File: src/rtl/cajero_parametrizado_if.sv
// Signal bundle between the ATM controller and its environment (card reader, keypad, host).
interface cajero_parametrizado_if #(
    parameter int N_DIGITOS     = 4,
    parameter int ANCHO_BALANCE = 64,
    parameter int ANCHO_MONTO   = 32
);
    logic                       tarjeta_recibida;
    logic                       tipo_trans;
    logic                       digito_stb;
    logic [3:0]                 digito;
    logic [4*N_DIGITOS-1:0]     pin;
    logic [ANCHO_BALANCE-1:0]   balance_inicial;
    logic                       monto_stb;
    logic [ANCHO_MONTO-1:0]     monto;
    logic [ANCHO_BALANCE-1:0]   balance_actualizado;
    logic                       balance_stb;
    logic                       entregar_dinero;
    logic                       pin_incorrecto;
    logic                       advertencia;
    logic                       bloqueo;
    logic                       fondos_insuficientes;

    modport master (
        output tarjeta_recibida, tipo_trans, digito_stb, digito, pin, balance_inicial,
               monto_stb, monto,
        input  balance_actualizado, balance_stb, entregar_dinero, pin_incorrecto,
               advertencia, bloqueo, fondos_insuficientes
    );

    modport slave (
        input  tarjeta_recibida, tipo_trans, digito_stb, digito, pin, balance_inicial,
               monto_stb, monto,
        output balance_actualizado, balance_stb, entregar_dinero, pin_incorrecto,
               advertencia, bloqueo, fondos_insuficientes
    );
endinterface

File: src/rtl/cajero_parametrizado.sv
// ATM controller: PIN entry with attempt lockout, then one deposit or withdrawal per card.
module cajero_parametrizado #(
    parameter int N_DIGITOS     = 4,
    parameter int ANCHO_BALANCE = 64,
    parameter int ANCHO_MONTO   = 32,
    parameter int MAX_INTENTOS  = 3
) (
    input  logic                 clk,
    input  logic                 reset,
    cajero_parametrizado_if.slave bus
);
    localparam int PW  = 4 * N_DIGITOS;
    localparam int CW  = $clog2(N_DIGITOS + 1);
    localparam int BW1 = ANCHO_BALANCE + 1;

    typedef enum logic [2:0] {
        ESPERA, PIN, COMPARAR, MONTO, TRANSACCION, RETIRO_TARJETA, BLOQUEO
    } estado_t;

    function automatic logic [ANCHO_BALANCE-1:0] sumar_saturado(
        input logic [ANCHO_BALANCE-1:0] a,
        input logic [ANCHO_MONTO-1:0]   b
    );
        logic [ANCHO_BALANCE:0] s;
        s = {1'b0, a} + BW1'(b);
        return s[ANCHO_BALANCE] ? {ANCHO_BALANCE{1'b1}} : s[ANCHO_BALANCE-1:0];
    endfunction

    estado_t                  r_estado,      w_estado_sig;
    logic [CW-1:0]            r_dig_cnt,     w_dig_cnt_sig;
    logic [PW-1:0]            r_shift,       w_shift_sig;
    logic [PW-1:0]            r_pin,         w_pin_sig;
    logic [ANCHO_BALANCE-1:0] r_balance,     w_balance_sig;
    logic [ANCHO_MONTO-1:0]   r_monto,       w_monto_sig;
    logic                     r_tipo,        w_tipo_sig;
    logic                     r_fase,        w_fase_sig;
    logic                     r_coincide,    w_coincide_sig;
    logic [3:0]               r_intentos,    w_intentos_sig;
    logic [ANCHO_BALANCE-1:0] r_balance_act, w_balance_act_sig;
    logic                     r_balance_stb, w_balance_stb_sig;
    logic                     r_entregar,    w_entregar_sig;
    logic                     r_pin_inc,     w_pin_inc_sig;
    logic                     r_adv,         w_adv_sig;
    logic                     r_bloqueo,     w_bloqueo_sig;
    logic                     r_fondos,      w_fondos_sig;

    logic [CW-1:0]            w_dig_inc;
    logic [ANCHO_BALANCE-1:0] w_monto_ext;

    assign w_dig_inc   = r_dig_cnt + CW'(1);
    assign w_monto_ext = ANCHO_BALANCE'(r_monto);

    always_comb begin
        w_estado_sig      = r_estado;
        w_dig_cnt_sig     = r_dig_cnt;
        w_shift_sig       = r_shift;
        w_pin_sig         = r_pin;
        w_balance_sig     = r_balance;
        w_monto_sig       = r_monto;
        w_tipo_sig        = r_tipo;
        w_fase_sig        = 1'b0;
        w_coincide_sig    = r_coincide;
        w_intentos_sig    = r_intentos;
        w_balance_act_sig = r_balance_act;
        w_balance_stb_sig = 1'b0;
        w_entregar_sig    = 1'b0;
        w_pin_inc_sig     = 1'b0;
        w_fondos_sig      = 1'b0;

        case (r_estado)
            ESPERA: begin
                if (bus.tarjeta_recibida) begin
                    w_pin_sig     = bus.pin;
                    w_balance_sig = bus.balance_inicial;
                    w_dig_cnt_sig = '0;
                    w_shift_sig   = '0;
                    w_estado_sig  = PIN;
                end
            end
            PIN: begin
                if (!bus.tarjeta_recibida) begin
                    w_estado_sig = ESPERA;
                end else if (bus.digito_stb) begin
                    w_shift_sig   = (r_shift << 4) | PW'(bus.digito);
                    w_dig_cnt_sig = w_dig_inc;
                    if (w_dig_inc == CW'(N_DIGITOS))
                        w_estado_sig = COMPARAR;
                end
            end
            // Two cycles here: the compare is registered first, then acted on,
            // which places pin_incorrecto two edges after the last digit.
            COMPARAR: begin
                if (!bus.tarjeta_recibida) begin
                    w_estado_sig = ESPERA;
                end else if (!r_fase) begin
                    w_coincide_sig = (r_shift == r_pin);
                    w_fase_sig     = 1'b1;
                end else if (r_coincide) begin
                    w_intentos_sig = '0;
                    w_estado_sig   = MONTO;
                end else begin
                    w_intentos_sig = r_intentos + 4'd1;
                    w_pin_inc_sig  = 1'b1;
                    w_dig_cnt_sig  = '0;
                    if (w_intentos_sig == 4'(MAX_INTENTOS))
                        w_estado_sig = BLOQUEO;
                    else
                        w_estado_sig = PIN;
                end
            end
            MONTO: begin
                if (!bus.tarjeta_recibida) begin
                    w_estado_sig = ESPERA;
                end else if (bus.monto_stb) begin
                    w_monto_sig  = bus.monto;
                    w_tipo_sig   = bus.tipo_trans;
                    w_estado_sig = TRANSACCION;
                end
            end
            TRANSACCION: begin
                w_balance_stb_sig = 1'b1;
                if (!r_tipo) begin
                    w_balance_act_sig = sumar_saturado(r_balance, r_monto);
                end else if (w_monto_ext <= r_balance) begin
                    w_balance_act_sig = r_balance - w_monto_ext;
                    w_entregar_sig    = 1'b1;
                end else begin
                    w_balance_act_sig = r_balance;
                    w_fondos_sig      = 1'b1;
                end
                w_balance_sig = w_balance_act_sig;
                w_estado_sig  = RETIRO_TARJETA;
            end
            RETIRO_TARJETA: begin
                if (!bus.tarjeta_recibida)
                    w_estado_sig = ESPERA;
            end
            BLOQUEO: begin
                w_estado_sig = BLOQUEO;
            end
            default: begin
                w_estado_sig = ESPERA;
            end
        endcase

        w_adv_sig     = (w_intentos_sig == 4'(MAX_INTENTOS - 1));
        w_bloqueo_sig = (w_estado_sig == BLOQUEO);
    end

    always_ff @(posedge clk) begin
        if (reset) begin
            r_estado      <= ESPERA;
            r_dig_cnt     <= '0;
            r_shift       <= '0;
            r_pin         <= '0;
            r_balance     <= '0;
            r_monto       <= '0;
            r_tipo        <= 1'b0;
            r_fase        <= 1'b0;
            r_coincide    <= 1'b0;
            r_intentos    <= '0;
            r_balance_act <= '0;
            r_balance_stb <= 1'b0;
            r_entregar    <= 1'b0;
            r_pin_inc     <= 1'b0;
            r_adv         <= 1'b0;
            r_bloqueo     <= 1'b0;
            r_fondos      <= 1'b0;
        end else begin
            r_estado      <= w_estado_sig;
            r_dig_cnt     <= w_dig_cnt_sig;
            r_shift       <= w_shift_sig;
            r_pin         <= w_pin_sig;
            r_balance     <= w_balance_sig;
            r_monto       <= w_monto_sig;
            r_tipo        <= w_tipo_sig;
            r_fase        <= w_fase_sig;
            r_coincide    <= w_coincide_sig;
            r_intentos    <= w_intentos_sig;
            r_balance_act <= w_balance_act_sig;
            r_balance_stb <= w_balance_stb_sig;
            r_entregar    <= w_entregar_sig;
            r_pin_inc     <= w_pin_inc_sig;
            r_adv         <= w_adv_sig;
            r_bloqueo     <= w_bloqueo_sig;
            r_fondos      <= w_fondos_sig;
        end
    end

    assign bus.balance_actualizado  = r_balance_act;
    assign bus.balance_stb          = r_balance_stb;
    assign bus.entregar_dinero      = r_entregar;
    assign bus.pin_incorrecto       = r_pin_inc;
    assign bus.advertencia          = r_adv;
    assign bus.bloqueo              = r_bloqueo;
    assign bus.fondos_insuficientes = r_fondos;
endmodule

File: src/flat_wrapper.sv
// flat-port wrapper written by rule: the top's interface ports become plain ports
module cajero_parametrizado_flat 
#(
    parameter int N_DIGITOS     = 4,
    parameter int ANCHO_BALANCE = 64,
    parameter int ANCHO_MONTO   = 32,
    parameter int MAX_INTENTOS  = 3
)
  (clk, reset, bus_tarjeta_recibida, bus_tipo_trans, bus_digito_stb, bus_digito, bus_pin, bus_balance_inicial, bus_monto_stb, bus_monto, bus_balance_actualizado, bus_balance_stb, bus_entregar_dinero, bus_pin_incorrecto, bus_advertencia, bus_bloqueo, bus_fondos_insuficientes);
  cajero_parametrizado_if #(.N_DIGITOS(N_DIGITOS), .ANCHO_BALANCE(ANCHO_BALANCE), .ANCHO_MONTO(ANCHO_MONTO)) bus_i ();
  input  logic clk;
  input  logic reset;
  input wire logic [$bits(bus_i.tarjeta_recibida)-1:0] bus_tarjeta_recibida;
  input wire logic [$bits(bus_i.tipo_trans)-1:0] bus_tipo_trans;
  input wire logic [$bits(bus_i.digito_stb)-1:0] bus_digito_stb;
  input wire logic [$bits(bus_i.digito)-1:0] bus_digito;
  input wire logic [$bits(bus_i.pin)-1:0] bus_pin;
  input wire logic [$bits(bus_i.balance_inicial)-1:0] bus_balance_inicial;
  input wire logic [$bits(bus_i.monto_stb)-1:0] bus_monto_stb;
  input wire logic [$bits(bus_i.monto)-1:0] bus_monto;
  output wire logic [$bits(bus_i.balance_actualizado)-1:0] bus_balance_actualizado;
  output wire logic [$bits(bus_i.balance_stb)-1:0] bus_balance_stb;
  output wire logic [$bits(bus_i.entregar_dinero)-1:0] bus_entregar_dinero;
  output wire logic [$bits(bus_i.pin_incorrecto)-1:0] bus_pin_incorrecto;
  output wire logic [$bits(bus_i.advertencia)-1:0] bus_advertencia;
  output wire logic [$bits(bus_i.bloqueo)-1:0] bus_bloqueo;
  output wire logic [$bits(bus_i.fondos_insuficientes)-1:0] bus_fondos_insuficientes;
  assign bus_i.tarjeta_recibida = bus_tarjeta_recibida;
  assign bus_i.tipo_trans = bus_tipo_trans;
  assign bus_i.digito_stb = bus_digito_stb;
  assign bus_i.digito = bus_digito;
  assign bus_i.pin = bus_pin;
  assign bus_i.balance_inicial = bus_balance_inicial;
  assign bus_i.monto_stb = bus_monto_stb;
  assign bus_i.monto = bus_monto;
  assign bus_balance_actualizado = bus_i.balance_actualizado;
  assign bus_balance_stb = bus_i.balance_stb;
  assign bus_entregar_dinero = bus_i.entregar_dinero;
  assign bus_pin_incorrecto = bus_i.pin_incorrecto;
  assign bus_advertencia = bus_i.advertencia;
  assign bus_bloqueo = bus_i.bloqueo;
  assign bus_fondos_insuficientes = bus_i.fondos_insuficientes;
  cajero_parametrizado #(.N_DIGITOS(N_DIGITOS), .ANCHO_BALANCE(ANCHO_BALANCE), .ANCHO_MONTO(ANCHO_MONTO), .MAX_INTENTOS(MAX_INTENTOS)) u_core (.clk(clk), .reset(reset), .bus(bus_i));
endmodule
File: config.mk
export PLATFORM = sky130hd
export DESIGN_NAME = cajero_parametrizado_flat
export DESIGN_NICKNAME = d
export VERILOG_FILES = /design/src/rtl/cajero_parametrizado_if.sv /design/src/rtl/cajero_parametrizado.sv /design/src/flat_wrapper.sv
export SDC_FILE = /design/constraint.sdc
export NUM_CORES = 1
export LEC_CHECK = 0
export CORE_MARGIN = 4
export CORE_UTILIZATION = 45
export DETAILED_ROUTE_END_ITERATION = 6
export GPL_ROUTABILITY_DRIVEN = 0
export PLACE_DENSITY = 0.67
export REMOVE_ABC_BUFFERS = 1
export SLEW_MARGIN = 20
export SYNTH_ARGS = -nofsm -noshare
export SYNTH_HDL_FRONTEND = slang
export SYNTH_SLANG_ARGS = --single-unit
export TNS_END_PERCENT = 100
File: constraint.sdc
create_clock -name clk -period 3.85 [get_ports clk]
set_input_delay 0.77 -clock clk [delete_from_list [all_inputs] [get_ports clk]]
set_output_delay 0.77 -clock clk [all_outputs]
set_load 0.05 [all_outputs]
# Yosys cells after proc, flatten, opt, wreduce, memory -nomap -nowiden
# Index checks and enable logic that the tools add are counted.
# word_totals
reg_bits,211
input_bits,122
out_inout_bits,70
wordCells,95
# op_classes
n_reduce_logical,13
n_addsub,4
n_eq_ne,17
muxes,37
order_cmp,1
n_bitwise,6
# ops
cell,count
$mux 64,4
$pmux 64 s2,1
$add 64x32->65,1
$le 32x64->1,1
$sub 64x32->64,1
$mux 3,17
$mux 16,3
$pmux 16 s2,1
$pmux 3 s7,1
$eq 16x16->1,1
$mux 4,4
$or 16x4->16,1
$eq 3x3->1 const B,5
$ne 2x2->1 const B,5
$pmux 3 s3,1
$eq 4x2->1 const B,2
$reduce_and 7->1,1
$eq 3x2->1 const B,2
$reduce_and 3->1,2
$reduce_or 3->1,2
$mux 1,5
$not 1->1,5
$add 4x1->4 const B,1
$reduce_and 2->1,2
8 further kinds,9

# Depth between registers and ports, before layout
# logic_depth
ltp_word,8
depth_mapped,15
ltp_nobuf,13

# Worst setup path before layout
# OpenSTA, ideal clock, no wires.
# synth_path
path_type,register to register
startpoint,register u_core.r_balance[0]
endpoint,register u_core.r_balance[46]
setup_time_ns,0.091
required_ns,3.759
path_buffers,0
arrival_time_ns,3.305
path_stages_with_launch,14
path_slack_ns,0.454
synth_period_minus_slack_ns,3.396
cell_sequence,dfxtp_1 -> inv_1 -> ha_1 -> fa_1 -> nand2b_1 -> a21oi_1 -> o211ai_1 -> a31oi_2 -> o21ai_0 -> nor4_1 -> nand2_1 -> a221oi_1 -> nor2_1 -> a311oi_1
# synth_via
elab_chain_len,4
word_cells_on_any_way,7
cone_classes,add/sub (2); order compare (1); mux (4)
# synth_lines
item,line_no,rtl
"start, declared",cajero_parametrizado.sv:33,"logic [ANCHO_BALANCE-1:0] r_balance, w_balance_sig;"
"start signal, assigned",cajero_parametrizado.sv:174,r_balance <= w_balance_sig;
$add 64x32->65 (tied with other cells),cajero_parametrizado.sv:25,"s = {1'b0, a} + BW1'(b);"
"$mux 64, on equally long branches","cajero_parametrizado.sv:26, cajero_parametrizado.sv:124",
$mux 64 *,cajero_parametrizado.sv:122,if (!r_tipo) begin
$pmux 64 s2 *,cajero_parametrizado.sv:70,case (r_estado)
# Mark *: on every way between the ends. The rest lies on a longest branch, timed or not.
# A chain may end at the register's enable or synchronous reset.

# Worst setup path after layout
# layout_path
startpoint,register u_core.r_monto[1]
endpoint,register u_core.r_balance[61]
# layout_via
elab_chain_len,4
word_cells_on_any_way,7
cone_classes,add/sub (2); order compare (1); mux (4)
# layout_lines
item,line_no,rtl
"start, declared",cajero_parametrizado.sv:34,"logic [ANCHO_MONTO-1:0] r_monto, w_monto_sig;"
"start signal, assigned",cajero_parametrizado.sv:175,r_monto <= w_monto_sig;
$add 64x32->65 (tied with other cells),cajero_parametrizado.sv:25,
"$mux 64, on equally long branches","cajero_parametrizado.sv:26, cajero_parametrizado.sv:124",
$mux 64 *,cajero_parametrizado.sv:122,
$pmux 64 s2 *,cajero_parametrizado.sv:70,
# Marked as above.

==> results.toml <==
[outcome]
status = "finished, final reports clean"

[floorplanning]
io-pin-count = 192
initial_core_util_pct = 45.47
fp.dieH_um = 186.3
die_area_sq_um = 34720
fp.dieW_um = 186.3
rows = 65
core_sq_um = 31470

[global_route]
grt_max_degree = 74
grtUsageTotal_pct = 26.65
grt_pass1_wl_um = 78070
grt_pass1_vias = 14840
gr-total-overflow = 0
antenna_found_initial = 0

[clock_tree]
cts_tree = "yes"
clock_sinks = 211
clk_pin_slew_ns = 0.06
cts_hold_repair.buffers = 0
htreeDepth = 1
cts_resized = 0
clk_path_buf_depth = 3
cts_buffers = 24
clock_latency_ns = 0.54
clockRootBuffer = "clkbuf_16"
postCtsSetupBuffers = 0

[route]
wirelength_um = 48410
avgViaCountPerCell = 5.948
drt_iter0_markers = 1760
wl_per_cell_um = 19.06
ant_nets = 0
vias = 15110
drcViolationCount = 0
dr.pass1.iters = 6

[power]
power_density_nw_per_um2 = 338.5
peakVddDrop_v = 0.0003094
p_leak_uw = 0.006956

[cells_and_area]
layout.cells.non_filler = 2540
drive_above_1_share_pct = 9.495
diodes = 0
area_growth_pct = 24.56
layout.nets = 2314

[critical_path]
critPathRequiredTime_ns = 4.31
crit_path_cell_trace = "inv_1 -> ha_1 -> nor2b_1 -> o31ai_1 -> a21oi_1 -> o311ai_0 -> buf_4 -> a31oi_1 -> a21oi_2 -> buf_4 -> nand4b_1 -> xor2_1 -> a221oi_1 -> o21bai_1"
path_max_fanout = 9
crit_top_cell = "buf_4"
critPathMaxStageDelay_ns = 0.45
crit_type = "flop to flop"
arrival_ns = 4.16
worst_setup_path_start_kind = "flop"
critPathSlowestCell = "dfxtp_1"
cp_top_family = "compound AO/OA/AOI/OAI gates"
cp-end-kind = "flop"
path_buf_inv = 3

[synthesis]
synthesis.instances = 1935
synth_area_leaders = "dfxtp_1 (30%), nand2_1 (7.2%), a21oi_1 (6.8%)"
avgSynthCellArea_sq_um = 7.397
yosysMostFrequentCell = "nand2_1"
ys_seq_area_share_pct = 29.51
synth_area_sq_um = 14310
yosys.area.top_type = "dfxtp_1"
synthTopCellsByCount = "nand2_1 (276), dfxtp_1 (211), a21oi_1 (194)"
async_flop_share_pct = 0
synth_cell_types = 84
ys_warn_count = 0
ys_ff_latch = 211
synth_edf_count = 0
ys.flop_type = "dfxtp_1"
synth_top_area_share_pct = 29.51

[run]
drv_cap = 0

[place]
dp.cells = 2498
port_buffers = 191
preCtsSetupSlack_ns = 0.1060
dp_hpwl_um = 35470

[timing]
max_freq_ghz = 0.2703
worst_pin_slew_ns = 0.9534
slew_violations = 0
relSlewSlack_pct = 36.21
finClkSkew_ns = 0.01473
period_share_pct = 96.11
hold_viol_final = 0
rsz0062_at_grt = "no"
worst_slack_ns = 0.1499
setup_viol_count_final = 0
period_needed_ns = 3.700

[min_path]
hp-class = "flop to flop"
-- logic make-up after synthesis --
| group | after synthesis | share of synthesized area [%] |
|---|---|---|
| muxes | 25 | 1.748 |
| and+or+nand+nor | 735 | 23.87 |
| xor gates and xnor gates | 104 | 6.364 |
| AOI/OAI and AO/OA | 572 | 26.12 |
| adders and majority gates | 70 | 6.224 |
| DFF | 211 | 29.51 |
| buffers and inverters | 218 | 6.163 |
-- layer usage --
layer / up-vias / global-route usage, % / wire, um
met5: - / 0 / 0
met3: 115 / 4.209 / 4000
met1: 7021 / 36.74 / 21490
met2: 712 / 42.80 / 21160
met4: 0 / 9.073 / 1764
li1: 7260 / - / -
-- cells in the final DEF, fill, tap and decap left out, types with 17 or more instances in the layout --
master           instances
nand2_1                276
dfxtp_1                211
a21oi_1                193
clkdlybuf4s50_1        190
nor2_1                 184
o21ai_0                105
buf_4                  104
inv_1                   81
ha_1                    67
xnor2_1                 66
nor3_1                  44
nand3_1                 41
xor2_1                  38
nor4_1                  34
nand4_1                 30
a211oi_1                25
mux2i_1                 25
clkbuf_16               24
nor2b_1                 20
a21o_1                  20
and3_1                  19
o211ai_1                18
o21bai_1                17
-- state kept, by name, summed over array words and instances, names as in the netlist, 3 cells and up --
signal	flops
u_core.r_pin	16
u_core.bus.balance_actualizado	64
u_core.r_monto	32
u_core.r_estado	3
u_core.r_intentos	4
u_core.r_dig_cnt	3
u_core.r_balance	64
u_core.r_shift	16
-- tightest hold or removal path, stage by stage, from the launching register on --
cell and delay, ns:
dfxtp_1 0.31, nand2_1 0.05, nand2_1 0.04
-- area by class of cell --
class	instances	area [sq um]
clock buffer	32	660.6
clock inverter	10	123.9
fill	2887	13650
inverter	83	311.5
multi-input combinational	1506	9283
sequential	211	4224
tap	402	503.0
timing repair buffer	296	2723
-- path summary, 6_finish.rpt --
kind | start | end | slack, ns | cells past startpoint
max reg2reg | u_core.r_monto[1] | u_core.r_balance[61] | 0.15 | 14
max | u_core.r_monto[1] | u_core.r_balance[61] | 0.15 | 14
min | u_core.bus.balance_actualizado[29] | u_core.bus.balance_actualizado[29] | 0.44 | 2
min reg2reg | u_core.bus.balance_actualizado[29] | u_core.bus.balance_actualizado[29] | 0.44 | 2
-- power breakdown --
group	switching (uW)	leakage, uW	internal [uW]	total (uW)
clock network	935	0.000367	1340	2280
logic	832	0.00488	613	1450
registers	70.3	0.00171	2240	2310
-- stage by stage --
stage / hold WS [ns] / total power [uW] / utilization, % / instance area (sq um) / setup TNS, ns
finish: 0.4416 / 6035 / 56.64 / 17830 / 0
global route: 0.4584 / 6295 / 56.64 / 17830 / 0
global placement: 0.4294 / 3740 / 54.00 / 17000 / 0
floorplan: 0.4258 / 3215 / - / 13740 / -92.71
CTS: 0.4441 / 6039 / 56.49 / 17780 / 0
detailed placement: 0.4338 / 3756 / 54.00 / 17000 / 0
Note: power is estimated with default switching activity, not from simulation.
